`src/rtl/regfile_wb_ctrl.sv`:
```
// Writeback controller and scoreboard for the general-purpose register file.
// Two writeback sources (EXU and LSU) share the register file's single write
// port through a round-robin arbiter with a same-cycle grant. A busy bit per
// register records in-flight writes. Decode uses these bits for read-after-write
// hazards and for write-after-write issue stalls.

module regfile_wb_ctrl #(
    parameter int ADDR_WIDTH = 5,
    parameter int DATA_WIDTH = 64
) (
    input  logic                  clk,
    input  logic                  rst,

    input  logic                  issue_valid,
    input  logic [ADDR_WIDTH-1:0] issue_rd,
    output logic                  issue_ready,

    input  logic [ADDR_WIDTH-1:0] rs1_addr,
    input  logic [ADDR_WIDTH-1:0] rs2_addr,
    output logic                  rs1_hazard,
    output logic                  rs2_hazard,

    input  logic                  exu_valid,
    input  logic [ADDR_WIDTH-1:0] exu_rd,
    input  logic [DATA_WIDTH-1:0] exu_data,
    output logic                  exu_ready,

    input  logic                  lsu_valid,
    input  logic [ADDR_WIDTH-1:0] lsu_rd,
    input  logic [DATA_WIDTH-1:0] lsu_data,
    output logic                  lsu_ready,

    output logic                  rf_wen,
    output logic [ADDR_WIDTH-1:0] rf_waddr,
    output logic [DATA_WIDTH-1:0] rf_wdata,

    output logic [ADDR_WIDTH:0]   pending_cnt,
    output logic                  wb_err
);

    localparam int NREGS = 2 ** ADDR_WIDTH;
    localparam logic [ADDR_WIDTH:0] CNT_ONE = (ADDR_WIDTH + 1)'(1);

    // Identity of the source that won the most recent grant.
    typedef enum logic {
        SRC_EXU = 1'b0,
        SRC_LSU = 1'b1
    } src_e;

    // Registered state
    logic [NREGS-1:0]      busy;
    src_e                  last_grant;

    // Next-state values
    logic [NREGS-1:0]      busy_nxt;
    logic [NREGS-1:0]      set_mask;
    logic [NREGS-1:0]      clr_mask;
    src_e                  last_grant_nxt;
    logic [ADDR_WIDTH:0]   pending_cnt_nxt;
    logic                  wb_err_nxt;

    // Arbitration and writeback datapath
    logic                  exu_gnt;
    logic                  lsu_gnt;
    logic                  wb_gnt;
    logic [ADDR_WIDTH-1:0] wb_rd;
    logic [DATA_WIDTH-1:0] wb_data;
    logic                  wb_rd_busy;
    logic                  wb_clr;
    logic                  issue_set;

    // Round-robin arbiter: a lone requester always wins. Under contention the
    // source that did not win last time wins. Reset blocks every grant.
    always_comb begin
        // NOTE: every combinational output gets a default first, so no path
        // through the block leaves a value unassigned and infers a latch.
        exu_gnt = 1'b0;
        lsu_gnt = 1'b0;
        if (!rst) begin
            if (exu_valid && lsu_valid) begin
                if (last_grant == SRC_LSU) begin
                    exu_gnt = 1'b1;
                end else begin
                    lsu_gnt = 1'b1;
                end
            end else begin
                exu_gnt = exu_valid;
                lsu_gnt = lsu_valid;
            end
        end
    end

    assign exu_ready = exu_gnt;
    assign lsu_ready = lsu_gnt;
    assign wb_gnt    = exu_gnt | lsu_gnt;

    // Steer the granted source onto the write port. An idle port drives zeros.
    always_comb begin
        wb_rd   = '0;
        wb_data = '0;
        if (exu_gnt) begin
            wb_rd   = exu_rd;
            wb_data = exu_data;
        end else if (lsu_gnt) begin
            wb_rd   = lsu_rd;
            wb_data = lsu_data;
        end
    end

    // A write to x0 is accepted from the source but never reaches the file.
    assign rf_wen   = wb_gnt && (wb_rd != '0);
    assign rf_waddr = wb_rd;
    assign rf_wdata = wb_data;

    // Decode-side views use only registered busy. A writeback in flight this
    // cycle does not clear a hazard or an issue stall until the next cycle.
    assign rs1_hazard  = !rst && busy[rs1_addr] && (rs1_addr != '0);
    assign rs2_hazard  = !rst && busy[rs2_addr] && (rs2_addr != '0);
    assign issue_ready = !rst && (!busy[issue_rd] || (issue_rd == '0));

    assign wb_rd_busy = busy[wb_rd];
    assign issue_set  = issue_valid && issue_ready && (issue_rd != '0);
    // Only a real clear changes the count, so it stays equal to popcount(busy)
    // even when a stray writeback targets an idle register.
    assign wb_clr     = rf_wen && wb_rd_busy;

    // Scoreboard next state: busy set/clear masks, pending count, error flag.
    always_comb begin
        set_mask = '0;
        clr_mask = '0;
        if (issue_set) begin
            set_mask[issue_rd] = 1'b1;
        end
        if (wb_clr) begin
            clr_mask[wb_rd] = 1'b1;
        end
        // Issue and clear can never hit the same register, because issue_ready
        // is low while that register is busy.
        busy_nxt = (busy | set_mask) & ~clr_mask;

        pending_cnt_nxt = pending_cnt;
        case ({issue_set, wb_clr})
            2'b10:   pending_cnt_nxt = pending_cnt + CNT_ONE;
            2'b01:   pending_cnt_nxt = pending_cnt - CNT_ONE;
            default: pending_cnt_nxt = pending_cnt;
        endcase

        // A write to a register with no outstanding issue indicates lost
        // bookkeeping, for example a writeback that outlived a reset. The data
        // is still written. The flag records the event until the next reset.
        wb_err_nxt = wb_err | (rf_wen && !wb_rd_busy);

        last_grant_nxt = last_grant;
        if (exu_gnt) begin
            last_grant_nxt = SRC_EXU;
        end else if (lsu_gnt) begin
            last_grant_nxt = SRC_LSU;
        end
    end

    // State register with synchronous reset. After reset, last_grant points at
    // the LSU, so the EXU wins the first conflict.
    always_ff @(posedge clk) begin
        // NOTE: sequential state uses non-blocking assignments only, so every
        // flop samples values from before the edge, whatever the statement order.
        if (rst) begin
            // busy is a flop vector, not a RAM, so clearing it in one cycle is cheap.
            busy        <= '0;
            last_grant  <= SRC_LSU;
            pending_cnt <= '0;
            wb_err      <= 1'b0;
        end else begin
            busy        <= busy_nxt;
            last_grant  <= last_grant_nxt;
            pending_cnt <= pending_cnt_nxt;
            wb_err      <= wb_err_nxt;
        end
    end

    // Structural invariants of the scoreboard and arbiter.
    a_one_grant : assert property (@(posedge clk) disable iff (rst)
        !(exu_ready && lsu_ready));
    a_grant_when_req : assert property (@(posedge clk) disable iff (rst)
        (exu_valid || lsu_valid) == (exu_ready || lsu_ready));
    a_cnt_popcount : assert property (@(posedge clk) disable iff (rst)
        int'(pending_cnt) == $countones(busy));

endmodule

```
`config.mk`:
```
export PLATFORM = sky130hd
export DESIGN_NAME = regfile_wb_ctrl
export DESIGN_NICKNAME = d
export VERILOG_FILES = /design/src/rtl/regfile_wb_ctrl.sv
export SDC_FILE = /design/constraint.sdc
export NUM_CORES = 1
export LEC_CHECK = 0
export CAP_MARGIN = 20
export CORE_ASPECT_RATIO = 0.6
export CORE_MARGIN = 3
export CORE_UTILIZATION = 40
export CTS_CLUSTER_SIZE = 12
export DETAILED_ROUTE_END_ITERATION = 10
export HOLD_SLACK_MARGIN = 0.02
export PLACE_DENSITY = 0.91
export REMOVE_ABC_BUFFERS = 1
export SETUP_SLACK_MARGIN = 0.5
export SLEW_MARGIN = 25
export SYNTH_ARGS = -nofsm -noshare
export SYNTH_HDL_FRONTEND = slang
export SYNTH_SLANG_ARGS = --single-unit
```
`constraint.sdc`:
```
create_clock -name clk -period 5.3 [get_ports clk]
set_input_delay 0.53 -clock clk [delete_from_list [all_inputs] [get_ports clk]]
set_output_delay 0.53 -clock clk [all_outputs]
set_load 0.01 [all_outputs]
```
; After elaboration in Yosys (flattened, before gate mapping)
; Cells that the tools add are included.
; W data, S select, Z words.
[totals]
regBits = 40
in_bits = 158
out_inout_bits = 82
word_cells = 70
[op_classes]
addsub = 2
magnitude_cmp = 6
n_eq_ne = 2
mux = 27
bitwise_logic = 5
n_reduce_logical = 24
[ops]
columns = cell, count
row1 = $mux W64, 2
row2 = $mux W32, 2
row3 = $and A32 B32 Y32, 1
row4 = $not A32 Y32, 1
row5 = $or A32 B32 Y32, 1
row6 = $lt A5 B6 Y1 const B, 4
row7 = $bmux W1 S5, 4
row8 = $reduce_bool A5 Y1, 4
row9 = $mux W1, 14
row10 = $logic_and A1 B1 Y1, 13
row11 = $pmux W6 S2, 1
row12 = $demux W1 S5, 2
row13 = $ge A5 B1 Y1 const B, 2
row14 = $mux W5, 2
row15 = $add A6 B1 Y6 const B, 1
row16 = $sub A6 B1 Y6 const B, 1
row17 = $logic_not A5 Y1, 1
row18 = $reduce_bool A2 Y1, 2
row19 = $logic_not A1 Y1, 3
row20 = $eq A2 B1 Y1 const B, 1
row21 = $eq A2 B2 Y1 const B, 1
row22 = $or A1 B1 Y1, 2
row23 = $logic_or A1 B1 Y1, 1

; Logic depth before layout (Yosys ltp)
; Gate-level depths: netlist of run 1.
[logic_depth]
depth_word = 12
mapped_depth = 18
ltp_nobuf = 17

; Worst setup path after synthesis of run 1
; No wires, ideal clock.
[synth_path]
path_kind = input to register
from = input port lsu_valid
to = register pending_cnt[5]
setup_time_ns = 0.071
arrival_ns = 3.739
required_time_ns = 5.229
setup_slack_ns = 1.491
stages = 17
path_buffers = 1
cell_sequence = nor2b_1 -> nor3b_2 -> or4b_1 -> buf_2 -> o22ai_1 -> nor2_1 -> o2111a_1 -> and3_1 -> ha_1 -> ha_1 -> a21o_1 -> a21oi_1 -> o21bai_1 -> a21oi_1 -> xnor2_1 -> or3_1 -> a21oi_1
[synth_between]
elab_chain_cells = 10
elab_cells_between_ends = 17
cone_classes = eq/ne: 2 / mux: 9 / bitwise: 1 / reduce/logical: 5
[synth_lines]
columns = item, line_no
row1 = "start, declared", 28  ; input logic lsu_valid,
row2 = $logic_and A1 B1 Y1, 80  ; if (exu_valid && lsu_valid) begin
row3 = $mux W1, 80
row4 = $mux W1, 79  ; if (!rst) begin
row5 = $mux W5, 104  ; end else if (lsu_gnt) begin
row6 = $mux W5, 101  ; if (exu_gnt) begin
row7 = $bmux W1 S5 or $reduce_bool A5 Y1 (tied branches), "121, 111"
row8 = $mux W1 (not written as such) or $logic_and A1 B1 Y1 (tied branches), "121, 111"
row9 = $logic_and A1 B1 Y1 *, 125  ; assign wb_clr = rf_wen && wb_rd_busy;
row10 = $eq A2 B1 Y1 or $eq A2 B2 Y1 (tied branches), 142  ; case ({issue_set, wb_clr})
row11 = $pmux W6 S2 or $reduce_bool A2 Y1 (tied branches), -
row12 = "end signal, assigned", 175  ; pending_cnt <= pending_cnt_nxt;
row13 = "end, declared", 37  ; output logic [ADDR_WIDTH:0] pending_cnt,
; Every way passes the cells marked *; elsewhere a longest branch is shown, timed or not. The select of a mux whose other input is x is not followed.
; A chain may end at the register's enable or synchronous reset.

; Worst setup path in the final report of run 1
; Same ends and word-level chain as after synthesis.

==> results of run 1 <==
metrics by stage:
stage                     std cells  power, W  setup slack, ns  hold slack (ns)  util (%)
after floorplan                 364  0.000515             1.27            0.454         -
after global placement          733  0.000822            0.610            0.456      71.0
after detailed placement        733  0.000829            0.454            0.459      71.0
after CTS                       741   0.00118            0.747            0.468      72.9
after global routing            742   0.00123            0.604            0.509      73.4
final                           742   0.00120            0.799            0.471      73.4
registers in the layout, summed over array words and instances (netlist names):
signal and count:
busy 32, pending_cnt 6, last_grant 1, wb_err 1
synth_stat cells (6+ instances only):
| library cell | instances |
|---|---|
| a311oi_1 | 7 |
| a22o_1 | 64 |
| dfxtp_1 | 40 |
| o32ai_1 | 8 |
| nand2_1 | 6 |
| a21oi_1 | 41 |
| nor4_1 | 6 |
| buf_1 | 6 |
| o21ai_0 | 7 |
| o21ai_1 | 6 |
| clkbuf_1 | 23 |
| inv_1 | 9 |
| mux4_2 | 26 |
| nor2b_1 | 25 |
| o22ai_1 | 9 |
| buf_2 | 6 |
| and3b_1 | 6 |
| nor2_1 | 23 |
| a31oi_1 | 22 |
cells by family after synthesis:
family | Yosys count | share of synthesized area, %
XOR/XNOR | 5 | 1.21
AND/OR/NAND/NOR | 92 | 15.0
multiplexers | 30 | 17.3
AO/OA/AOI/OAI | 182 | 36.7
adder cells (fa/ha/maj) | 6 | 2.28
flip-flops | 40 | 22.1
buffers and inverters | 46 | 5.38
metal layers:
layer | share of wire (%) | wire, µm
met3 | 12 | 2580
met4 | 5.8 | 1260
met5 | 0.12 | 26
met1 | 38 | 8220
met2 | 44 | 9660
worst paths after layout:
kind              slack, ns                           to
setup / recovery       0.80  pending_cnt[5]$_SDFFE_PP0P_
hold / removal         0.47            wb_err$_SDFF_PP0_
setup reg to reg       1.11  pending_cnt[5]$_SDFFE_PP0P_
hold reg to reg        0.47            wb_err$_SDFF_PP0_
final cells by class:
| class | count | area (µm²) |
|---|---|---|
| multi-input combinational | 315 | 2670 |
| timing repair buffer | 258 | 2540 |
| fill | 643 | 2300 |
| sequential | 40 | 801 |
| tap | 112 | 140 |
| clock buffer | 6 | 129 |
| clock inverter | 2 | 35.0 |
| inverter | 9 | 33.8 |
where the power goes:
part / switching [W] / total (W) / internal [W]
clock network: 0.000131 / 0.000353 / 0.000222
registers: 0.0000177 / 0.000330 / 0.000313
logic: 0.000240 / 0.000512 / 0.000272
total: 0.000389 / 0.00120 / 0.000806
layout by cell type, fill, tap and decap left out, drive strengths merged, types with 2 or more instances in the layout:
cell type	Yosys	final
a21boi	2	2
a21o	2	2
a21oi	41	41
a22o	64	64
a22oi	4	4
a311oi	7	7
a31oi	22	22
a32oi	4	4
and3	4	4
and3b	6	6
and4	2	2
buf	14	20
clkbuf	23	6
clkdlybuf4s50	0	237
dfxtp	40	40
ha	5	5
inv	9	9
mux2	2	2
mux2i	2	2
mux4	26	26
nand2	6	6
nand2b	2	2
nor2	25	25
nor2b	25	25
nor3	2	2
nor3b	5	5
nor4	6	6
o21ai	13	13
o22ai	9	9
o32ai	8	8
or2	2	2
xnor2	2	2
xor2	3	3
critical path, cell delays in order:
cell and delay (ns):
clkdlybuf4s50_1 0.50, nor2b_2 0.32, nor3b_2 0.15, or4b_1 0.72
o22ai_1 0.22, o21ai_0 0.13, and4_1 0.21, and3_1 0.17
ha_1 0.26, ha_1 0.30, a21o_1 0.17, a21oi_1 0.23
o21bai_1 0.10, a21oi_1 0.19, xnor2_1 0.09, or3_1 0.30
a21oi_1 0.13
==> run metrics, run 1 <==
final antenna-violating net count=0; vias in the first global route=4,653; Hold Violations, Final=0; Yosys top cell area share=22.1%; met3 Use GR=11.3%; hold crit path type=flop to flop; CTS sink count=40; met2 usage=58.5%; Final Max Slew Viols=0; cells on worst reg2reg path=16; crit end category=flop; post-synthesis average cell area=9.04 µm²; Setup TNS=0 ns; synthesized flop and latch total=40; initial core utilization=41.9%; initial drt markers=785; Tot GR Track Use=40.1%; Final Cell Area=6350 µm²; gpl congestion=1.16; Top FF cell, synth=dfxtp_1; setup repair after global routing missed its margin=no; GRT overflow=0; largest net degree at the start of global routing=56; Post CTS Setup Buffer Count=0; CP Launch Type=primary input; pwr dens=188 nW/µm²; Synth-to-Final Area Change=75.3%; synthesized instance count=401; Post-CTS Resized=0; count of flip-flops with a built-in enable after synthesis=0; MaxCap Viol Count=0; Routed WL=21.7 mm; final number of setup-violating endpoints=0; DRT Pass-1 Iters=6; Fmax=222 MHz; CTS tree=built; WL per Instance=29.3 µm; largest fanout on the critical path=9; Leak=2.36 nW; first-pass GRT wire length=30.1 mm; Synth cell types=55; vias per inst=6.61; Critical Path Start=lsu_valid; Data required, critical path=5.52 ns; minimum clock period=4.50 ns; Worst-path clk slew=0.06 ns; M1 GR Usage=54.0%; clk_lat worst skew=0.29 ns; top cells by area, synth=dfxtp_1 (22%), mux4_2 (16%), a22o_1 (15%); dominant cell type by area after synthesis=dfxtp_1; Hold Crit Depth=2; IO buf count=239; DIE AREA=10,300 µm²; Placed Area=6150 µm²; Hold Buf Count CTS=0; Synth async-reset ratio=0%; outcome=finished, final reports clean; reg2reg start=last_grant$_SDFFE_PP1P_; Die H=79.7 µm; CTS Buf Count=5; Netlist Area Pre-Place=3620 µm²; Hold Crit Start=wb_err$_SDFF_PP0_; WS Path Type=primary input to flop; Slew headroom=32.5%; total number of vias=4,901; Residual DRC=0; # rows=26; # diodes=0; layout cell share with drive strength beyond 1=11.1%; worst slew pin tran=1.01 ns; Post-DP HPWL=17.8 mm; H-tree levels=2; VDD IR max=0.000152 V; GR peak layer=met2; DIE WIDTH=129 µm; layout net count=793; synth warn=0; part of the cycle the worst path needs=84.9%; core area=8650 µm²; I/O Pins=240; Max clock buf depth=2; initial antenna violation count=0; sequential area share after synthesis=22.1%; Root Driver=clkbuf_16; crit path DAT=4.72 ns; clock skew=0.00644 ns
Power figures use the tool's default switching activity.
==> run 2: changes to the inputs <==
CORE_UTILIZATION = 37   (was 40)
PLACE_DENSITY = 0.86   (was 0.91)
clock period = 4.5 ns   (was 5.3 ns; I/O delays follow)
==> run 2 against run 1 <==
Total power up 21%. Global-route usage shrank 4.4 points. Clock-buffer cell count down 1. Cell count is 4.6% higher. Core utilization decreased by 2.0 points. Hold slack improved by 0.0044 ns. Via count up 0.73%. Register-to-register slack got worse by 0.42 ns. Critical endpoint unchanged.
==> run metrics, run 2 (synthesized netlist as in run 1, its figures left out) <==
worst path cell trace=clkdlybuf4s50_1 -> buf_6 -> mux4_2 -> a22oi_2 -> and4_1 -> a21oi_1 -> nor2_2 -> nand3_4 -> ha_4 -> ha_1 -> a21o_1 -> a21oi_2 -> o21bai_1 -> a21oi_1 -> xnor2_1 -> or3_1 -> a21oi_1; DIE AREA=11,100 µm²; minimum clock period=3.89 ns; total number of vias=4,937; clock skew=0.00851 ns; slowest CP cell=clkdlybuf4s50_1; # diodes=0; Crit path largest cell delay=0.53 ns; Max clock buf depth=2; share of power burned in the clock network=29.2%; sw frac=33.1%; final number of setup-violating endpoints=0; Residual DRC=0; vias per inst=6.36; commonest non-fill, non-tap cell in the layout=clkdlybuf4s50_1; top flop regs=busy (32), pending_cnt (6); final std cells w/o fill=776; gpl congestion=1.08; Die H=82.7 µm; Slew headroom=34.3%; Post-DP HPWL=16.8 mm; P_sw=0.000479 W; final antenna-violating net count=0; WL per Instance=27.6 µm; DRT Pass-1 Iters=5; commonest non-fill, non-tap cells in the layout=clkdlybuf4s50_1 (236), a22o_1 (64), a21oi_1 (40), dfxtp_1 (40), buf_4 (31); initial antenna violation count=0; crit path DAT=4.11 ns; layout net count=809; Hold Buf Count CTS=0; Logic pwr share=44.1%; worst slew pin tran=0.984 ns; CTS sink count=40; Synth-to-Final Area Change=84.3%; hold crit path type=flop to flop; CTS tree=built; met2 usage=48.3%; Hold Violations, Final=0; max FFs per register=32; H-tree levels=2; part of the cycle the worst path needs=86.4%; M1 GR Usage=50.4%; pwr dens=217 nW/µm²; Leak=2.46 nW; clk_lat worst skew=0.29 ns; fillers=719; Tot Pwr=0.00145 W; DIE WIDTH=134 µm; Routed WL=21.4 mm; met3 Use GR=15.4%; GRT overflow=0; initial core utilization=38.7%; IO buf count=239; Worst-path clk slew=0.06 ns; Internal Pwr Total=0.000970 W; layout cell share with drive strength beyond 1=16.1%; CTS Buf Count=5; WS Path Type=primary input to flop; setup repair after global routing missed its margin=no; CP most frequent cell=a21oi_1; core area=9360 µm²; I/O Pins=240; outcome=finished, final reports clean; VDD IR max=0.000152 V; largest fanout on the critical path=5; crit end category=flop; CP Launch Type=primary input; largest net degree at the start of global routing=66; most flop-heavy register=busy; GR peak layer=met1; Final Max Slew Viols=0; Data required, critical path=4.72 ns; # rows=27; Reg power frac=26.6%; MaxCap Viol Count=0; post-placement cell count=761; Tot GR Track Use=35.7%; first-pass GRT wire length=28.9 mm; vias in the first global route=4,430; Fmax=257 MHz; Root Driver=clkbuf_16; initial drt markers=661
## run 2: changes by cell type in the layout (fill, tap and decap cells not counted), moves of 3 or more
cell     before  now
nor4_2        0    3
nor2_1       22   19
a32oi_4       0    3
buf_4        18   31
nor4_1        6    1
nor2_4        1    4
## run 2: final cells by class
cell class | instances | area, µm² | share of cell area, %
multi-input cells | 316 | 2860 | 42.8
clock inverters | 3 | 42.5 | 0.637
well taps | 130 | 163 | 2.43
flip-flops and latches | 40 | 801 | 12.0
clock buffers | 5 | 125 | 1.87
repair buffers | 273 | 2660 | 39.8
inverters | 9 | 33.8 | 0.506
## run 2: worst max-delay path, delay by kind of cell
kind	cells	cell delay, ns
fa+ha+maj	2	0.47
mux	1	0.52
xor+xnor	1	0.09
simple gates	4	0.88
buf+inv	2	0.70
compound gates	7	0.99
## run 2: final timing paths
| kind | start | to | slack, ns | cells after the start |
|---|---|---|---|---|
| worst max-delay path | issue_rd[0] | pending_cnt[5]$_SDFFE_PP0P_ | 0.61 | 17 |
| worst min-delay path | wb_err$_SDFF_PP0_ | wb_err$_SDFF_PP0_ | 0.48 | 2 |
| worst max register to register | last_grant$_SDFFE_PP1P_ | pending_cnt[5]$_SDFFE_PP0P_ | 0.69 | 16 |
| worst min register to register | wb_err$_SDFF_PP0_ | wb_err$_SDFF_PP0_ | 0.48 | 2 |
## run 2: power by group through the flow
stage	combinational, W	sequential, W	clock [W]
final	0.000639	0.000386	0.000424
after global routing	0.000669	0.000387	0.000438
after CTS	0.000608	0.000385	0.000420
after detailed placement	0.000586	0.000393	0
after global placement	0.000579	0.000392	0
after floorplan	0.000215	0.000392	0
## run 2: routing by layer
layer,vias up,wire length [µm]
met5,-,0
li1,2114,-
met1,2413,8810
met4,0,715
met2,359,8930
met3,51,2920
## run 2: timing repair
action                                  4_1_cts  5_1_grt
gates cloned                                  0        2
endpoints found under the setup margin        2        2
buffers inserted                              4        1
pin swaps                                     2        5
resized for setup                            20       19
## run 2: stage by stage
step                      setup slack, ns  TNS [ns]  area (µm²)  utilization, %  hold slack [ns]
after floorplan                     0.633         0        3460               -            0.454
after global placement             0.0958         0        6240            66.7            0.452
after detailed placement          -0.0512   -0.0512        6240            66.7            0.469
after CTS                           0.533         0        6560            70.1            0.477
after global routing                0.480         0        6680            71.4            0.498
final                               0.613         0        6680            71.4            0.476
